$ cat src/rtl/rom_loader_ctrl.sv
// ROM download controller: captures data_io byte writes into a small FIFO and issues each
// byte to every enabled SDRAM port over toggle req/ack handshakes; also owns the core reset.
module rom_loader_ctrl #(
  parameter int unsigned       NPORTS     = 2,
  parameter logic [NPORTS-1:0] PORT_MASK  = 2'b11,
  parameter int unsigned       DEPTH_LOG2 = 2,
  parameter logic [7:0]        ROM_INDEX  = 8'd0,
  parameter logic [15:0]       RESET_HOLD = 16'hffff
) (
  input  logic              clk_sys,
  input  logic              reset_n,
  input  logic              ioctl_downl,
  input  logic [7:0]        ioctl_index,
  input  logic              ioctl_wr,
  input  logic [24:0]       ioctl_addr,
  input  logic [7:0]        ioctl_dout,
  input  logic              reset_req,
  output logic [NPORTS-1:0] port_req,
  input  logic [NPORTS-1:0] port_ack,
  output logic [22:0]       port_a,
  output logic [1:0]        port_ds,
  output logic [15:0]       port_d,
  output logic              port_we,
  output logic              busy,
  output logic              overflow,
  output logic              rom_loaded,
  output logic              core_reset
);

  localparam int unsigned DEPTH = 2 ** DEPTH_LOG2;
  localparam logic [DEPTH_LOG2-1:0] PTR_ONE = DEPTH_LOG2'(1);
  localparam logic [DEPTH_LOG2:0]   CNT_ONE = (DEPTH_LOG2 + 1)'(1);

  typedef enum logic {
    S_IDLE,
    S_WAIT
  } state_t;

  // Input edge detection and acceptance
  logic accept;
  logic wr_q;
  logic accept_q;
  logic push_req;
  logic addr_unused;

  assign accept      = ioctl_downl && (ioctl_index == ROM_INDEX);
  assign push_req    = ioctl_wr && !wr_q && accept;
  assign addr_unused = ioctl_addr[24];

  // FIFO of {addr[23:0], data[7:0]}
  logic [31:0]           mem [DEPTH];
  logic [DEPTH_LOG2-1:0] wptr_q, wptr_d;
  logic [DEPTH_LOG2-1:0] rptr_q, rptr_d;
  logic [DEPTH_LOG2:0]   count_q, count_d;
  logic                  full;
  logic                  push;
  logic                  drop;
  logic                  pop;
  logic [31:0]           head;

  // Occupancy never exceeds DEPTH, so its MSB alone marks "full".
  assign full = count_q[DEPTH_LOG2];
  assign push = push_req && !full;
  assign drop = push_req && full;
  assign head = mem[rptr_q];

  // Handshake FSM and registered port outputs
  state_t            state_q;
  logic [NPORTS-1:0] req_q;
  logic [22:0]       port_a_q;
  logic [1:0]        port_ds_q;
  logic [15:0]       port_d_q;
  logic              acks_done;

  assign pop       = (state_q == S_IDLE) && (count_q != '0);
  assign acks_done = ((port_ack ^ req_q) & PORT_MASK) == '0;

  // Status and core reset
  logic        overflow_q;
  logic        rom_loaded_q;
  logic        core_reset_q;
  logic [15:0] rst_cnt_q, rst_cnt_d;
  logic        hold_reload;

  assign busy        = (count_q != '0) || (state_q == S_WAIT);
  assign hold_reload = reset_req || !rom_loaded_q || ioctl_downl || busy;

  always_comb begin
    wptr_d  = wptr_q;
    rptr_d  = rptr_q;
    count_d = count_q;
    if (push) wptr_d = wptr_q + PTR_ONE;
    if (pop)  rptr_d = rptr_q + PTR_ONE;
    unique case ({push, pop})
      2'b10:   count_d = count_q + CNT_ONE;
      2'b01:   count_d = count_q - CNT_ONE;
      default: count_d = count_q;
    endcase
  end

  always_comb begin
    if (hold_reload)            rst_cnt_d = RESET_HOLD;
    else if (rst_cnt_q != '0)   rst_cnt_d = rst_cnt_q - 16'd1;
    else                        rst_cnt_d = '0;
  end

  always_ff @(posedge clk_sys) begin
    if (push) mem[wptr_q] <= {ioctl_addr[23:0], ioctl_dout};
  end

  always_ff @(posedge clk_sys or negedge reset_n) begin
    if (!reset_n) begin
      wptr_q  <= '0;
      rptr_q  <= '0;
      count_q <= '0;
    end else begin
      wptr_q  <= wptr_d;
      rptr_q  <= rptr_d;
      count_q <= count_d;
    end
  end

  always_ff @(posedge clk_sys or negedge reset_n) begin
    if (!reset_n) begin
      state_q   <= S_IDLE;
      req_q     <= '0;
      port_a_q  <= '0;
      port_ds_q <= '0;
      port_d_q  <= '0;
    end else begin
      unique case (state_q)
        S_IDLE: begin
          if (pop) begin
            port_a_q  <= head[31:9];
            port_ds_q <= {head[8], ~head[8]};
            port_d_q  <= {2{head[7:0]}};
            req_q     <= req_q ^ PORT_MASK;
            state_q   <= S_WAIT;
          end
        end
        S_WAIT: begin
          if (acks_done) state_q <= S_IDLE;
        end
        default: state_q <= S_IDLE;
      endcase
    end
  end

  always_ff @(posedge clk_sys or negedge reset_n) begin
    if (!reset_n) begin
      wr_q         <= 1'b0;
      accept_q     <= 1'b0;
      overflow_q   <= 1'b0;
      rom_loaded_q <= 1'b0;
      rst_cnt_q    <= RESET_HOLD;
      core_reset_q <= 1'b1;
    end else begin
      wr_q     <= ioctl_wr;
      accept_q <= accept;
      if (drop)                    overflow_q <= 1'b1;
      else if (accept && !accept_q) overflow_q <= 1'b0;
      if (accept && !accept_q)      rom_loaded_q <= 1'b0;
      else if (!accept && accept_q) rom_loaded_q <= 1'b1;
      rst_cnt_q    <= rst_cnt_d;
      core_reset_q <= (rst_cnt_d != '0);
    end
  end

  assign port_req   = req_q;
  assign port_a     = port_a_q;
  assign port_ds    = port_ds_q;
  assign port_d     = port_d_q;
  assign port_we    = accept_q;
  assign overflow   = overflow_q;
  assign rom_loaded = rom_loaded_q;
  assign core_reset = core_reset_q;

endmodule
$ cat config.mk
export PLATFORM = sky130hd
export DESIGN_NAME = rom_loader_ctrl
export DESIGN_NICKNAME = d
export VERILOG_FILES = /design/src/rtl/rom_loader_ctrl.sv
export SDC_FILE = /design/constraint.sdc
export NUM_CORES = 1
export LEC_CHECK = 0
export CELL_PAD_IN_SITES_DETAIL_PLACEMENT = 0
export CELL_PAD_IN_SITES_GLOBAL_PLACEMENT = 1
export CORE_MARGIN = 2
export CORE_UTILIZATION = 47
export DETAILED_ROUTE_END_ITERATION = 10
export MAX_ROUTING_LAYER = met4
export PLACE_DENSITY = 0.86
export SLEW_MARGIN = 20
export SYNTH_ARGS = -nofsm -noshare
export SYNTH_HDL_FRONTEND = slang
export SYNTH_SLANG_ARGS = --single-unit
$ cat constraint.sdc
create_clock -name clk_sys -period 5.1 [get_ports clk_sys]
set_input_delay 1.02 -clock clk_sys [delete_from_list [all_inputs] [get_ports clk_sys]]
set_output_delay 1.02 -clock clk_sys [all_outputs]
set_load 0.05 [all_outputs]
==> reports/qor.csv <==
stage,metric,value,unit
critical_path,crit_type,input pin to register,
flow_run,drv_cap,0,
critical_path,cp-endpoint,mem[3][17],
routing,wl_per_cell,18.3,um
timing,fin_crit_sh,0.698,
placement,gp_congestion,0.878,
clock_network,htree_levels,4,
die,dieArea,17300,um2
logic_synthesis,yosys_warnings,0,
timing,max_freq,281,MHz
timing,rsz0062_at_grt,false,
grt,grt_pass1_vias,4201,
grt,grt_pass1_wl,22.1,mm
critical_path,r2r_end,core_reset,
critical_path,crit-reg2reg-launch,rst_cnt_q[0],
timing,finalCriticalPeriod,3560,ps
timing,worst_hold_slack,494,ps
logic_synthesis,synth.distinct_cells,48,
critical_path,crit_start,ioctl_index[0],
timing,skew,11.2,ps
clock_network,cts_hold_buf,0,
clock_network,clk_pin_slew_worst_paths,70,ps
routing,num_vias,3991,
routing,drcViolationCount,0,
timing,setup_tns,0,ps
clock_network,insertion_delay,430,ps
die,die_width,131,um
routing,dr.pass1.iters,4,
placement,port-buffer-count,94,
timing,setup_slack,1540,ps
logic_synthesis,yosysTopAreaCellShare,0.504,
die,start_util,0.480,
logic_synthesis,ys_seq_area_frac,0.717,
clock_network,clockBufferDepth,2,
worst_hold_path,min_path_type,register to register,
placement,dp_slack,1050,ps
timing,tightest_slew,979,ps
timing,maxSlewViolCount,0,
timing,hold_viol_final,0,
logic_synthesis,syn_inst,424,
critical_path,critPathCaptureType,register,
critical_path,rrSetupSlack,2450,ps
placement,hpwl,8.32,mm
logic_synthesis,synth_seq_cells,192,
logic_synthesis,synth_area_leaders,"edfxtp_1, dfrtp_1, mux4_2, dfstp_2, mux2_2",
critical_path,crit_required,5150,ps
clock_network,post_cts_buffers,0,
cells_and_area,fillers,1199,
clock_network,cts_buffers,17,
logic_synthesis,ys.flop_type,edfxtp_1,
grt,antenna_found_initial,0,
critical_path,r2r_cells,7,
logic_synthesis,synth_fp_nets,480,
clock_network,post_cts_resized,0,
cells_and_area,drive_above_1_share,0.244,
logic_synthesis,synth.top_cells.by_count,"edfxtp_1, dfrtp_1, mux2_2, mux4_2, dfstp_2",
logic_synthesis,synth_top_area_cell,edfxtp_1,
cells_and_area,fin_nets,571,
routing,via_per_inst,5.36,
clock_network,root_buffer,clkbuf_16,
cells_and_area,syn2layout_area_growth,22.3,%
grt,overflow,0,
critical_path,crit_fanout,32,
critical_path,critical_path_arrival,3610,ps
routing,drt_iter0_drc,285,
logic_synthesis,async_reset_ff_frac,0.333,
timing,maxSlewHeadroom,0.342,
grt,grt_max_degree,65,
die,die_h,131,um
logic_synthesis,synth-edff-count,128,
logic_synthesis,yosysMostFrequentCell,edfxtp_1,
grt,grt_usage,0.172,
die,io_pins,96,
power_and_ir_drop,leakage,3.16,nW
power_and_ir_drop,powerDensity,545,nW/um2
critical_path,cp-start-kind,input pin,
clock_network,clkSinkCount,192,
power_and_ir_drop,ir_drop,0.408,mV
routing,ant_nets,0,
die,coreArea,15900,um2
logic_synthesis,synth_area,7620,um2
logic_synthesis,syn_avg_cell_area,18.0,um2
cells_and_area,antennaDiodeCount,0,
timing,setup_viol,0,
status,status,"complete, no violations",
routing,finalWirelength,13.6,mm
die,fp-row-count,46,
clock_network,cts_tree,done,
-- layout by cell type, fill, tap and decap left out, types with 4 or more instances in the layout --
cell type / n
mux4_2: 32
clkbuf_16: 17
nand2_1: 9
nor4_1: 4
clkinvlp_4: 4
nand2b_1: 5
mux2_2: 32
inv_1: 13
xor2_1: 5
nor2_1: 14
edfxtp_1: 128
dfstp_2: 17
clkdlybuf4s50_1: 93
nor3_1: 8
ha_1: 7
dfrtp_1: 45
nand3_1: 4
and2_2: 4
o21ai_0: 15
xnor2_1: 10
or3_1: 5
o21a_1: 4
-- flip-flops by register name (all words and copies together), names as in the netlist --
signal,cells
state_q,1
port_a,23
port_req,2
core_reset,1
overflow,1
rptr_q,2
rst_cnt_q,16
rom_loaded,1
port_ds,2
port_d,8
mem,128
port_we,1
count_q,3
wr_q,1
wptr_q,2
-- power by group --
part	switching, W	total [W]	internal [W]
logic	0.000975	0.00173	0.000751
clock network	0.000578	0.00131	0.000735
registers	0.000201	0.00204	0.00184
total	0.00175	0.00508	0.00333
-- cell families (layout without fill, tap and decap cells) --
kind of cell / Yosys count / after routing / synth area share
AND/OR/NAND/NOR: 72 / 72 / 0.0540
adder cells (fa/ha/maj): 8 / 8 / 0.0141
buffers and inverters: 37 / 141 / 0.0231
flip-flops: 192 / 192 / 0.717
AO/OA/AOI/OAI: 35 / 35 / 0.0315
multiplexers: 65 / 65 / 0.143
XOR/XNOR: 15 / 15 / 0.0172
-- stage by stage --
stage	cell area, um2	cells	total power (W)	util
global placement	8740	712	0.00379	0.550
CTS	9330	744	0.00514	0.587
finish	9330	744	0.00508	0.587
global route	9330	744	0.00529	0.587
floorplan	7620	424	0.00330	-
detailed placement	8740	712	0.00382	0.550
-- worst min path at each step --
stage | slack (ps) | from | end | depth (start not counted)
6_report | 490 | port_ds[0] | port_ds[0] | 1
5_1_grt | 520 | port_ds[0] | port_ds[0] | 1
4_1_cts | 500 | port_ds[0] | port_ds[0] | 1
3_5_place_dp | 480 | port_ds[0] | port_ds[0] | 1
3_3_place_gp | 490 | port_ds[0] | port_ds[0] | 1
2_1_floorplan | 480 | rst_cnt_q[13] | rst_cnt_q[13] | 2
-- layout make-up --
cell class,instances,area [um2],area share
flip-flops and latches,192,5470,0.586
clock buffers,20,437,0.0468
clock inverters,12,153,0.0164
repair buffers,96,953,0.102
inverters,13,48.8,0.00523
well taps,216,270,0.0290
multi-input cells,195,1990,0.214
-- worst max-delay path: stages --
cell	delay, ps
clkdlybuf4s50_1	410
nor4_1	260
nand4_1	150
or3b_2	510
nor2_1	400
and2_2	840
-- routing by layer --
metal	track usage	wire length, um
met5	-	0
met4	0.0465	196
met3	0.0505	832
met2	0.272	6600
met1	0.220	5970
(Power assumes the default switching activity.)
